**config.mk**
```make
export PLATFORM = sky130hd
export DESIGN_NAME = mem_arbiter
export DESIGN_NICKNAME = d
export VERILOG_FILES = /design/src/rtl/mem_arb_pkg.sv /design/src/rtl/mem_arbiter.sv
export SDC_FILE = /design/constraint.sdc
export NUM_CORES = 1
export LEC_CHECK = 0
export ABC_AREA = 1
export BUFFER_PORTS_ARGS = -buffer_cell sky130_fd_sc_hd__buf_2
export CELL_PAD_IN_SITES_DETAIL_PLACEMENT = 1
export CELL_PAD_IN_SITES_GLOBAL_PLACEMENT = 2
export CORE_AREA = 2 2 224 226
export DETAILED_ROUTE_END_ITERATION = 12
export DIE_AREA = 0 0 226 228
export GPL_ROUTABILITY_DRIVEN = 0
export GPL_TIMING_DRIVEN = 0
export PLACE_DENSITY = 0.66
export SLEW_MARGIN = 0
export SYNTH_ARGS = -nofsm -noshare
export SYNTH_HDL_FRONTEND = slang
export SYNTH_SLANG_ARGS = --single-unit
```
**constraint.sdc**
```tcl
create_clock -name clk -period 2.7 [get_ports clk]
set_input_delay 0.54 -clock clk [delete_from_list [all_inputs] [get_ports clk]]
set_output_delay 0.54 -clock clk [all_outputs]
set_load 0.01 [all_outputs]
```
**src/rtl/mem_arb_pkg.sv**
```systemverilog
// mem_arb_pkg: shared FSM states and master indices for the memory arbiter.
package mem_arb_pkg;
    typedef enum logic [1:0] {IDLE, GRANTED, WAIT_D} state_t;
    localparam int M_IF = 0;
    localparam int M_MA = 1;
endpackage

```
**src/rtl/mem_arbiter.sv**
```systemverilog
// mem_arbiter: two-master (IF/MA) single-slave arbiter with per-master bus lock
// and a hold counter that bounds how long a locked owner can starve the other.
module mem_arbiter
    import mem_arb_pkg::*;
#(
    parameter int AW       = 64,
    parameter int DW       = 64,
    parameter int HOLD_MAX = 16
) (
    input  logic                    clk,
    input  logic                    rst,
    input  logic [1:0]              m_request,
    input  logic [1:0]              m_a_valid,
    output logic [1:0]              m_a_ready,
    input  logic [1:0][2:0]         m_a_opcode,
    input  logic [1:0][AW-1:0]      m_a_address,
    input  logic [1:0][DW-1:0]      m_a_data,
    input  logic [1:0][DW/8-1:0]    m_a_mask,
    input  logic [1:0][2:0]         m_a_size,
    output logic [1:0]              m_d_valid,
    input  logic [1:0]              m_d_ready,
    output logic [DW-1:0]           m_d_data,
    output logic                    m_d_error,
    output logic                    s_a_valid,
    input  logic                    s_a_ready,
    output logic [2:0]              s_a_opcode,
    output logic [AW-1:0]           s_a_address,
    output logic [DW-1:0]           s_a_data,
    output logic [DW/8-1:0]         s_a_mask,
    output logic [2:0]              s_a_size,
    input  logic                    s_d_valid,
    output logic                    s_d_ready,
    input  logic [DW-1:0]           s_d_data,
    input  logic                    s_d_error,
    output logic [1:0]              grant
);
    localparam int CW = ($clog2(HOLD_MAX + 1) < 4) ? 4 : $clog2(HOLD_MAX + 1);

    state_t        state, state_n;
    logic [1:0]    grant_n, cand;
    logic          last, last_n, own, win, expired, in_g, in_w;
    logic [CW-1:0] cnt, cnt_n;

    assign own     = grant[M_MA];
    assign cand    = m_a_valid | m_request;
    assign win     = (&cand) ? ~last : cand[M_MA];
    assign expired = cnt == CW'(HOLD_MAX);
    assign in_g    = state == GRANTED;
    assign in_w    = state == WAIT_D;

    // Expiry blocks a new A issue but never cuts an outstanding transaction.
    assign s_a_valid   = in_g & ~expired & m_a_valid[own];
    assign m_a_ready   = {2{in_g & ~expired & s_a_ready}} & grant;
    assign s_d_ready   = in_w & m_d_ready[own];
    assign m_d_valid   = {2{in_w & s_d_valid}} & grant;
    assign m_d_data    = s_d_data;
    assign m_d_error   = s_d_error;
    assign s_a_opcode  = m_a_opcode[own];
    assign s_a_address = m_a_address[own];
    assign s_a_data    = m_a_data[own];
    assign s_a_mask    = m_a_mask[own];
    assign s_a_size    = m_a_size[own];

    always_comb begin
        state_n = state;
        grant_n = grant;
        last_n  = last;
        cnt_n   = (state != IDLE && cand[~own] && !expired) ? cnt + CW'(1) : cnt;
        case (state)
            IDLE: if (|cand) begin
                state_n = GRANTED;
                grant_n = win ? 2'b10 : 2'b01;
                cnt_n   = '0;
            end
            GRANTED: if (s_a_valid && s_a_ready) begin
                state_n = WAIT_D;
            end else if (expired || !cand[own]) begin
                state_n = IDLE;
                grant_n = '0;
                last_n  = own;
            end
            WAIT_D: if (s_d_valid && s_d_ready) begin
                state_n = (m_request[own] && !expired) ? GRANTED : IDLE;
                grant_n = (m_request[own] && !expired) ? grant : 2'b00;
                last_n  = (m_request[own] && !expired) ? last : own;
            end
            default: begin
                state_n = IDLE;
                grant_n = '0;
            end
        endcase
    end

    always_ff @(posedge clk or posedge rst) begin
        if (rst) begin
            state <= IDLE;
            grant <= '0;
            last  <= 1'b0;
            cnt   <= '0;
        end else begin
            state <= state_n;
            grant <= grant_n;
            last  <= last_n;
            cnt   <= cnt_n;
        end
    end
endmodule

```
==> out/results.ini, run 1 <==
[status]
status = completed

[timing]
post-route-min-period_ps = 2478
layout_setup_ws_ps = 221.6
setup-violations-final = 0
min_period_over_period_pct = 91.79
finalSetupTns_ps = 0
rsz0062_at_grt = false
relSlewSlack_pct = 65.18
tightest_slew_ps = 522.2
finalHoldViolations = 0
fmax_ghz = 0.4035
skew_ps = 2.380
drv_slew = 0

[yosys]
syn_inst = 642
yosysUniqueCellTypes = 28
avgSynthCellArea_sq_um = 4.730
synthesis.nets = 1003
yosysWarningCount = 0
synth_top_cell_by_area = nand2_1
synth.area.top_cells = nand2_1, buf_4, dfrtp_1
seq_area_frac_synth_pct = 8.241
syn_area_sq_mm = 0.003037
yosysTopAreaCellShare_pct = 56.24
ys_ff_latch = 10

[power]
power_density_mw_per_mm2 = 728.8
p_leak_uw = 0.004200
ir_drop_mv = 0.1778

[clock_network]
cts.sinks = 10
root_buffer = clkbuf_16
htree_levels = 1
clockBufferDepth = 2
clk_pin_slew_ps = 40
cts-buffers-inserted = 3
cts_tree = done
insertion_delay_ps = 240
post_cts_buffers = 0

[global_routing]
grt_pass1_wl_mm = 33.66
first_global_vias = 5921
antenna_found_initial = 2
overflow = 0
grtUsageTotal_pct = 8.577
grt_max_degree = 20

[setup_path]
crit_buf_inv = 5
worst_setup_path_start_kind = flip-flop
cp_max_fo = 20
max_stage_delay_ps = 360
cp-end-kind = output port
worstPathCellList = buf_6 -> buf_6 -> buf_4 -> clkbuf_4 -> nand2_1 -> nand2_1 -> buf_2
rrSetupSlack_ps = 1110
critical_path_required_ps = 2160
worstSetupPathType = flip-flop to output port
arrival_ps = 1940
crit_slowest_cell = dfrtp_1
cp_top_family = buffers and inverters

[finish]
drive_above_1_share_pct = 53.08
final_cell_mix = buf_2, nand2_1, buf_4
areaGrowthSynthToFinish_pct = 114.7
final_common_cell = buf_2
nets = 1515
finalNonFillerCells = 1828
final_area_sq_mm = 0.006520

[floorplan]
rows = 82
die_h_microns = 228
die_w_microns = 226
die_area_sq_mm = 0.05153
io_pins = 574
initial_utilization_pct = 6.153
core_sq_mm = 0.04935

[placement]
dp.cells = 1822
dp_hpwl_mm = 21.77
port_buffers = 508
place_ws_ps = 203.8
placed_area_sq_mm = 0.006420

[drt]
postRouteAntennaNets = 0
vias = 5696
wl_per_cell_microns = 13.13
via_per_inst = 3.116
drcViolationCount = 0
drtIter0Drc = 107
first_pass_iters = 4
routed_wl_mm = 24.01

[job]
max-cap-violations = 0

[min_path]
min_path_type = input pin to asynchronous set/reset pin

==> stage by stage <==
step,utilization [%],total power (uW),hold slack (ps)
after floorplan,-,2528,380.2
final,13.21,4752,293.8
after global placement,13.01,4581,480.6
after global routing,13.20,5310,338.8
after detailed placement,13.01,4605,497.0
after CTS,13.19,4918,316.4
==> cell usage after synthesis, drive strengths merged <==
cell and number:
o22ai 1, a21boi 1, clkbuf 14, nand3b 1, dfrtp 10, nor2 18
a21oi 5, nand3 7, nor3 3, o21ai 6, ha 2, xor2 2
nand2 459, a31oi 2, buf 84, inv 24, or2 2, and3 1
==> area by class of cell <==
| class | count | area, sq um |
|---|---|---|
| well taps | 672 | 840.8 |
| diodes | 3 | 7.507 |
| inverters | 24 | 90.09 |
| flip-flops and latches | 10 | 250.2 |
| repair buffers | 508 | 2542 |
| clock buffers | 4 | 88.84 |
| multi-input cells | 510 | 2043 |
| fillers | 6375 | 42830 |
| plain buffers | 97 | 656.9 |
==> logic make-up (layout without fill, tap and decap cells) <==
| logic type | after synthesis | in the layout | share of synthesized area [%] |
|---|---|---|---|
| other | 0 | 3 | 0 |
| AND/OR/NAND/NOR | 491 | 491 | 62.71 |
| AO/OA/AOI/OAI | 15 | 15 | 3.173 |
| flip-flops | 10 | 10 | 8.241 |
| XOR/XNOR | 2 | 2 | 0.5769 |
| adder cells (fa/ha/maj) | 2 | 2 | 0.8239 |
| buffers and inverters | 122 | 633 | 24.47 |
==> worst reg2reg max path, stage by stage, from the launching register on <==
cell	delay, ps
dfrtp_1	420
inv_1	80
ha_1	140
nand2_1	50
inv_1	120
nand2_4	90
nand3_1	180
nor2_1	90
nor2_1	140
nand2_1	70
nand2_1	60
nand2_1	50
==> path summary, 6_finish.rpt <==
path | startpoint | endpoint | cells after the start
max | grant[1] | s_a_data[61] | 7
min | rst | grant[1] | 2
max reg2reg | cnt[0] | last | 11
min reg2reg | last | last | 2
max in group asynchronous | rst | cnt[1] | 2
min in group clk | last | last | 2
==> metal layers <==
layer	global-route usage [%]	up-vias	wire length, microns
met5	0	-	0
met4	1.800	0	195
met3	1.984	13	2102
met2	17.15	313	12880
met1	8.872	2504	8826
li1	-	2866	-
==> timing repair <==
item,CTS,global route
hold buffers,0,0
resized for setup,1,5
endpoints found under the setup margin,3,5
==> state kept, by name, indices dropped and copies added, names as in the netlist <==
register	flops
cnt	5
grant	2
last	1
state	2
==> where the power goes <==
part,switching [uW],internal (uW)
clock,77.5,223
sequential,50.9,207
combinational,2710,1480
total,2840,1910
(Power assumes the default switching activity.)
==> run 2: changes to the inputs <==
Settings changed: PLACE_DENSITY 0.66 to 0.69.
Clock period 2.7 ns to 2.19 ns, I/O delays scaled along.
==> run 2 against run 1 <==
Effect of this change:
- die area stayed put
- global-route usage is 0.081 points lower
- non-clock buffer count is 1 higher
- hold slack worse by 95 ps
- cell count is 0.16% lower
- flip-flop and latch count stayed put
- critical path depth stayed put
- combinational power is 28% higher
- first-iteration DRC count is 17% higher
- core utilization is 0.14 points higher
- total power is 26% higher
- critical endpoint is now s_a_data[20]
- largest cell class unchanged
==> out/results.ini, run 2 (same netlist as run 1, synthesis figures left out) <==
[status]
status = completed

[placement]
place_ws_ps = -260.3
port_buffers = 508
placed_area_sq_mm = 0.006420
dp_hpwl_mm = 21.45

[setup_path]
arrival_ps = 1710
worstSetupPathType = flip-flop to output port
cp_max_fo = 10
critical_path_required_ps = 1750
cp-end-kind = output port
worst_setup_path_start_kind = flip-flop

[finish]
regMostFlops = cnt
final_common_cell = buf_2
drive_above_1_share_pct = 54.12
final_cell_mix = buf_2, nand2_1, buf_4
antenna-diode-count = 0
areaGrowthSynthToFinish_pct = 117.1
nets = 1516
reg.largest.list = cnt: 5 flops, grant: 2 flops, state: 2 flops
fillers = 6359
final_area_sq_mm = 0.006591
largest_register_ffs = 5

[clock_network]
clk_pin_slew_ps = 40
root_buffer = clkbuf_16
insertion_delay_ps = 240
cts.sinks = 10
cts_tree = done
post_cts_buffers = 0
htree_levels = 1
clockBufferDepth = 2
cts_hold_buf = 0
cts-buffers-inserted = 3

[timing]
relSlewSlack_pct = 71.64
drv_slew = 0
min_period_over_period_pct = 97.93
fmax_ghz = 0.4663
layout_setup_ws_ps = 45.28
finalHoldViolations = 0
skew_ps = 5.455
rsz0062_at_grt = true
setup-violations-final = 0
tightest_slew_ps = 425.4
post-route-min-period_ps = 2145

[global_routing]
first_global_vias = 5816
overflow = 0
antenna_found_initial = 1
grt_max_degree = 11
grt_pass1_wl_mm = 33.19
grtUsageTotal_pct = 8.496

[drt]
drtIter0Drc = 125
vias = 5673
via_per_inst = 3.108
routed_wl_mm = 23.86
drcViolationCount = 0
first_pass_iters = 4
wl_per_cell_microns = 13.07
postRouteAntennaNets = 0

[floorplan]
die_h_microns = 228
initial_utilization_pct = 6.153
io_pins = 574
core_sq_mm = 0.04935
die_area_sq_mm = 0.05153
rows = 82
die_w_microns = 226

[power]
p_int_uw = 2466
p_clk_share_pct = 5.4
seq_power_share_pct = 5.3
netSwitchingFraction_pct = 58.88
switchingPower_uw = 3531
ir_drop_mv = 0.2728
p_comb_share_pct = 89.3
p_leak_uw = 0.004250
power_density_mw_per_mm2 = 909.9

[job]
max-cap-violations = 0

[min_path]
min_path_type = input pin to asynchronous set/reset pin

[run 2: final timing paths]
kind	from	end	slack [ps]	cells past startpoint
min	rst	grant[1]	200	2
min in group clk	last	last	480	2
min reg2reg	last	last	480	2
max	grant[1]	s_a_data[20]	50	7
max in group asynchronous	rst	cnt[2]	1690	2
max reg2reg	cnt[0]	cnt[4]	650	12
[run 2: power by group through the flow]
stage	logic, uW	registers (uW)	clock network (uW)
floorplan	2810	306	0
global placement	5320	316	0
detailed placement	5360	318	0
CTS	5540	317	332
global route	6020	325	340
finish	5360	317	325
[run 2: what timing repair did]
item | CTS | global route
gates cloned | 0 | 0
resized for setup | 31 | 16
endpoints found under the setup margin | 137 | 52
[run 2: through the flow]
step                      utilization, %  total power [uW]  cells  hold slack (ps)  setup TNS (ps)
final                              13.36              5998   1825            198.8               0
after floorplan                        -              3116    642            278.2               0
after global routing               13.36              6682   1825            249.2          -146.7
after global placement             13.01              5636   1822            476.5           -1890
after detailed placement           13.01              5681   1822            474.9           -4872
after CTS                          13.32              6186   1825            232.5          -4.501
[run 2: metal layers]
metal	global-route usage, %	up-vias	share of wire [%]	routed length, microns
met2	17.14	317	53	12600
met3	2.099	12	9.7	2303
met5	0	-	0	0
met1	8.866	2479	37	8738
li1	-	2865	-	-
met4	1.035	0	0.91	217
[run 2: critical path: stages (launching register included)]
cell	delay, ps
dfrtp_1	350
buf_6	170
buf_12	190
buf_8	180
buf_4	200
nand2_1	70
nand2_1	130
buf_2	160
[run 2: final cells by class]
cell class                      instances  area [sq um]  share of cell area [%]
Clock buffer                            3         75.07                   1.139
Inverter                               24         95.09                   1.443
Timing Repair Buffer                  508          2547                   38.65
Sequential cell                        10         250.2                   3.797
Tap cell                              672         840.8                   12.76
Buffer                                 98         732.0                   11.10
Multi-Input combinational cell        510          2051                   31.11
==> run 3: changes to the inputs <==
Settings changed: CELL_PAD_IN_SITES_DETAIL_PLACEMENT 1 to default, CELL_PAD_IN_SITES_GLOBAL_PLACEMENT 2 to default, CORE_AREA 2 2 224 226 to 2 2 225 227, DIE_AREA 0 0 226 228 to 0 0 227 229, PLACE_DENSITY 0.69 to 0.34.
==> run 3 against run 2 <==
Effect of this change:
- setup slack gained 73 ps
- largest cell class unchanged
- die area grew 0.88%
- hold slack gained 5.0 ps
- non-clock buffer count is the same
- core utilization shrank 0.080 points
- clock power is essentially flat
- clock skew shrank 4.6 ps
- critical path depth is the same
- highest routed layer is now met5
- via count shrank 2.4%
==> out/results.ini, run 3 (same netlist as run 1, synthesis figures left out) <==
[drt]
maxUsedRoutingLayer = met5
wl_per_cell_microns = 11.38
wl_met2_mm = 11.12
routed-wl-met3_mm = 1.700
postRouteAntennaNets = 0
drtIter0Drc = 134
m1WireLength_mm = 7.520
vias = 5537
first_pass_iters = 6
drcViolationCount = 0
routed_wl_mm = 20.79
via_per_inst = 3.032

[placement]
dp_hpwl_mm = 18.28
port_buffers = 508

[setup_path]
cp_max_fo = 11
cp_top_family = buffers and inverters
worst_setup_path_start_kind = flip-flop
regToRegStartpoint = cnt[0]
ff2ff_path_depth = 12
rr_endpoint = cnt[4]
worstSetupPathType = flip-flop to output port
cp-end-kind = output port
rrSetupSlack_ps = 610
crit_cells = 7
setup.worst_path.end = s_a_mask[4]
max_stage_delay_ps = 360
worstPathCellList = buf_6 -> buf_12 -> buf_8 -> buf_8 -> nand2_1 -> nand2_1 -> buf_2
arrival_ps = 1630
crit_slowest_cell = dfrtp_1
crit_buf_inv = 5
crit_start = grant[1]
critical_path_required_ps = 1750

[global_routing]
grtUsageTotal_pct = 7.055
overflow = 0
first_global_vias = 5141
grt_pass1_wl_mm = 28.00
antenna_found_initial = 3
grt_max_degree = 11

[clock_network]
htree_levels = 1
clk_pin_slew_ps = 40
cts-buffers-inserted = 3
cts_tree = done
post_cts_buffers = 0
insertion_delay_ps = 240
root_buffer = clkbuf_16
cts_hold_buf = 0
cts.sinks = 10
clockBufferDepth = 2

[floorplan]
core_sq_mm = 0.04966
rows = 82
die_w_microns = 227
die_h_microns = 229
die_area_sq_mm = 0.05198
initial_utilization_pct = 6.115
io_pins = 574

[power]
p_leak_uw = 0.004252
power_density_mw_per_mm2 = 880.6
totalPowerFinal_uw = 5806
ir_drop_mv = 0.2886

[timing]
drv_slew = 0
tightest_slew_ps = 449.9
relSlewSlack_pct = 69.97
post-route-min-period_ps = 2072
setup-violations-final = 0
finalHoldViolations = 0
fmax_ghz = 0.4826
min_period_over_period_pct = 94.61
rsz0062_at_grt = false
timing.hold.ws_ps = 203.8
skew_ps = 0.8546

[finish]
final_common_cell = buf_2
largest_register_ffs = 5
regMostFlops = cnt
drive_above_1_share_pct = 54.03
final_cell_mix = buf_2, nand2_1, buf_4
fillers = 5952
reg.largest.list = cnt: 5 flops, grant: 2 flops, state: 2 flops
areaGrowthSynthToFinish_pct = 117.1
nets = 1516

[status]
status = completed

[job]
max-cap-violations = 0

[min_path]
min_path_type = input pin to asynchronous set/reset pin

-- run 3: worst min path at each step --
| stage | from | to | slack (ps) | cells after the start |
|---|---|---|---|---|
| global route | rst | cnt[4] | 250 | 2 |
| CTS | rst | cnt[4] | 230 | 2 |
| global placement | rst | state[1] | 470 | 2 |
| floorplan | rst | cnt[0] | 280 | 1 |
| finish | rst | last | 200 | 2 |
| detailed placement | rst | state[1] | 470 | 2 |
-- run 3: metal layers --
layer / global-route usage, % / up-vias
met5: 0 / -
met4: 1.695 / 2
met3: 1.001 / 22
met2: 14.51 / 331
met1: 7.281 / 2317
li1: - / 2865
-- run 3: metrics by stage --
stage / util, % / std cells / worst slack [ps] / TNS, ps / cell area (sq um)
2_1_floorplan: - / 642 / 642.5 / 0 / 3037
3_3_place_gp: 12.93 / 1822 / -166.5 / -5422 / 6420
3_5_place_dp: 12.93 / 1822 / -168.5 / -6255 / 6420
4_1_cts: 13.22 / 1825 / 3.919 / 0 / 6563
5_1_grt: 13.28 / 1826 / 6.983 / 0 / 6593
6_report: 13.28 / 1826 / 118.0 / 0 / 6593
-- run 3: where the power goes --
part | total (uW) | switching [uW] | internal, uW
Clock | 326 | 89.0 | 237
Sequential | 315 | 59.8 | 255
Combinational | 5160 | 3190 | 1980
Total | 5810 | 3340 | 2470
-- run 3: layout make-up --
cell class	count	area [sq um]	share of cell area, %
diodes	1	2.502	0.03796
plain buffers	98	740.7	11.24
clock buffers	3	75.07	1.139
inverters	24	95.09	1.442
multi-input cells	510	2046	31.03
flip-flops and latches	10	250.2	3.796
well taps	672	840.8	12.75
repair buffers	508	2542	38.57
-- run 3: what timing repair did --
| item | 4_1_cts | 5_1_grt |
|---|---|---|
| pin swaps | 0 | 0 |
| resized for setup | 27 | 20 |
| hold endpoints to repair | 0 | 0 |
| endpoints found under the setup margin | 137 | 71 |
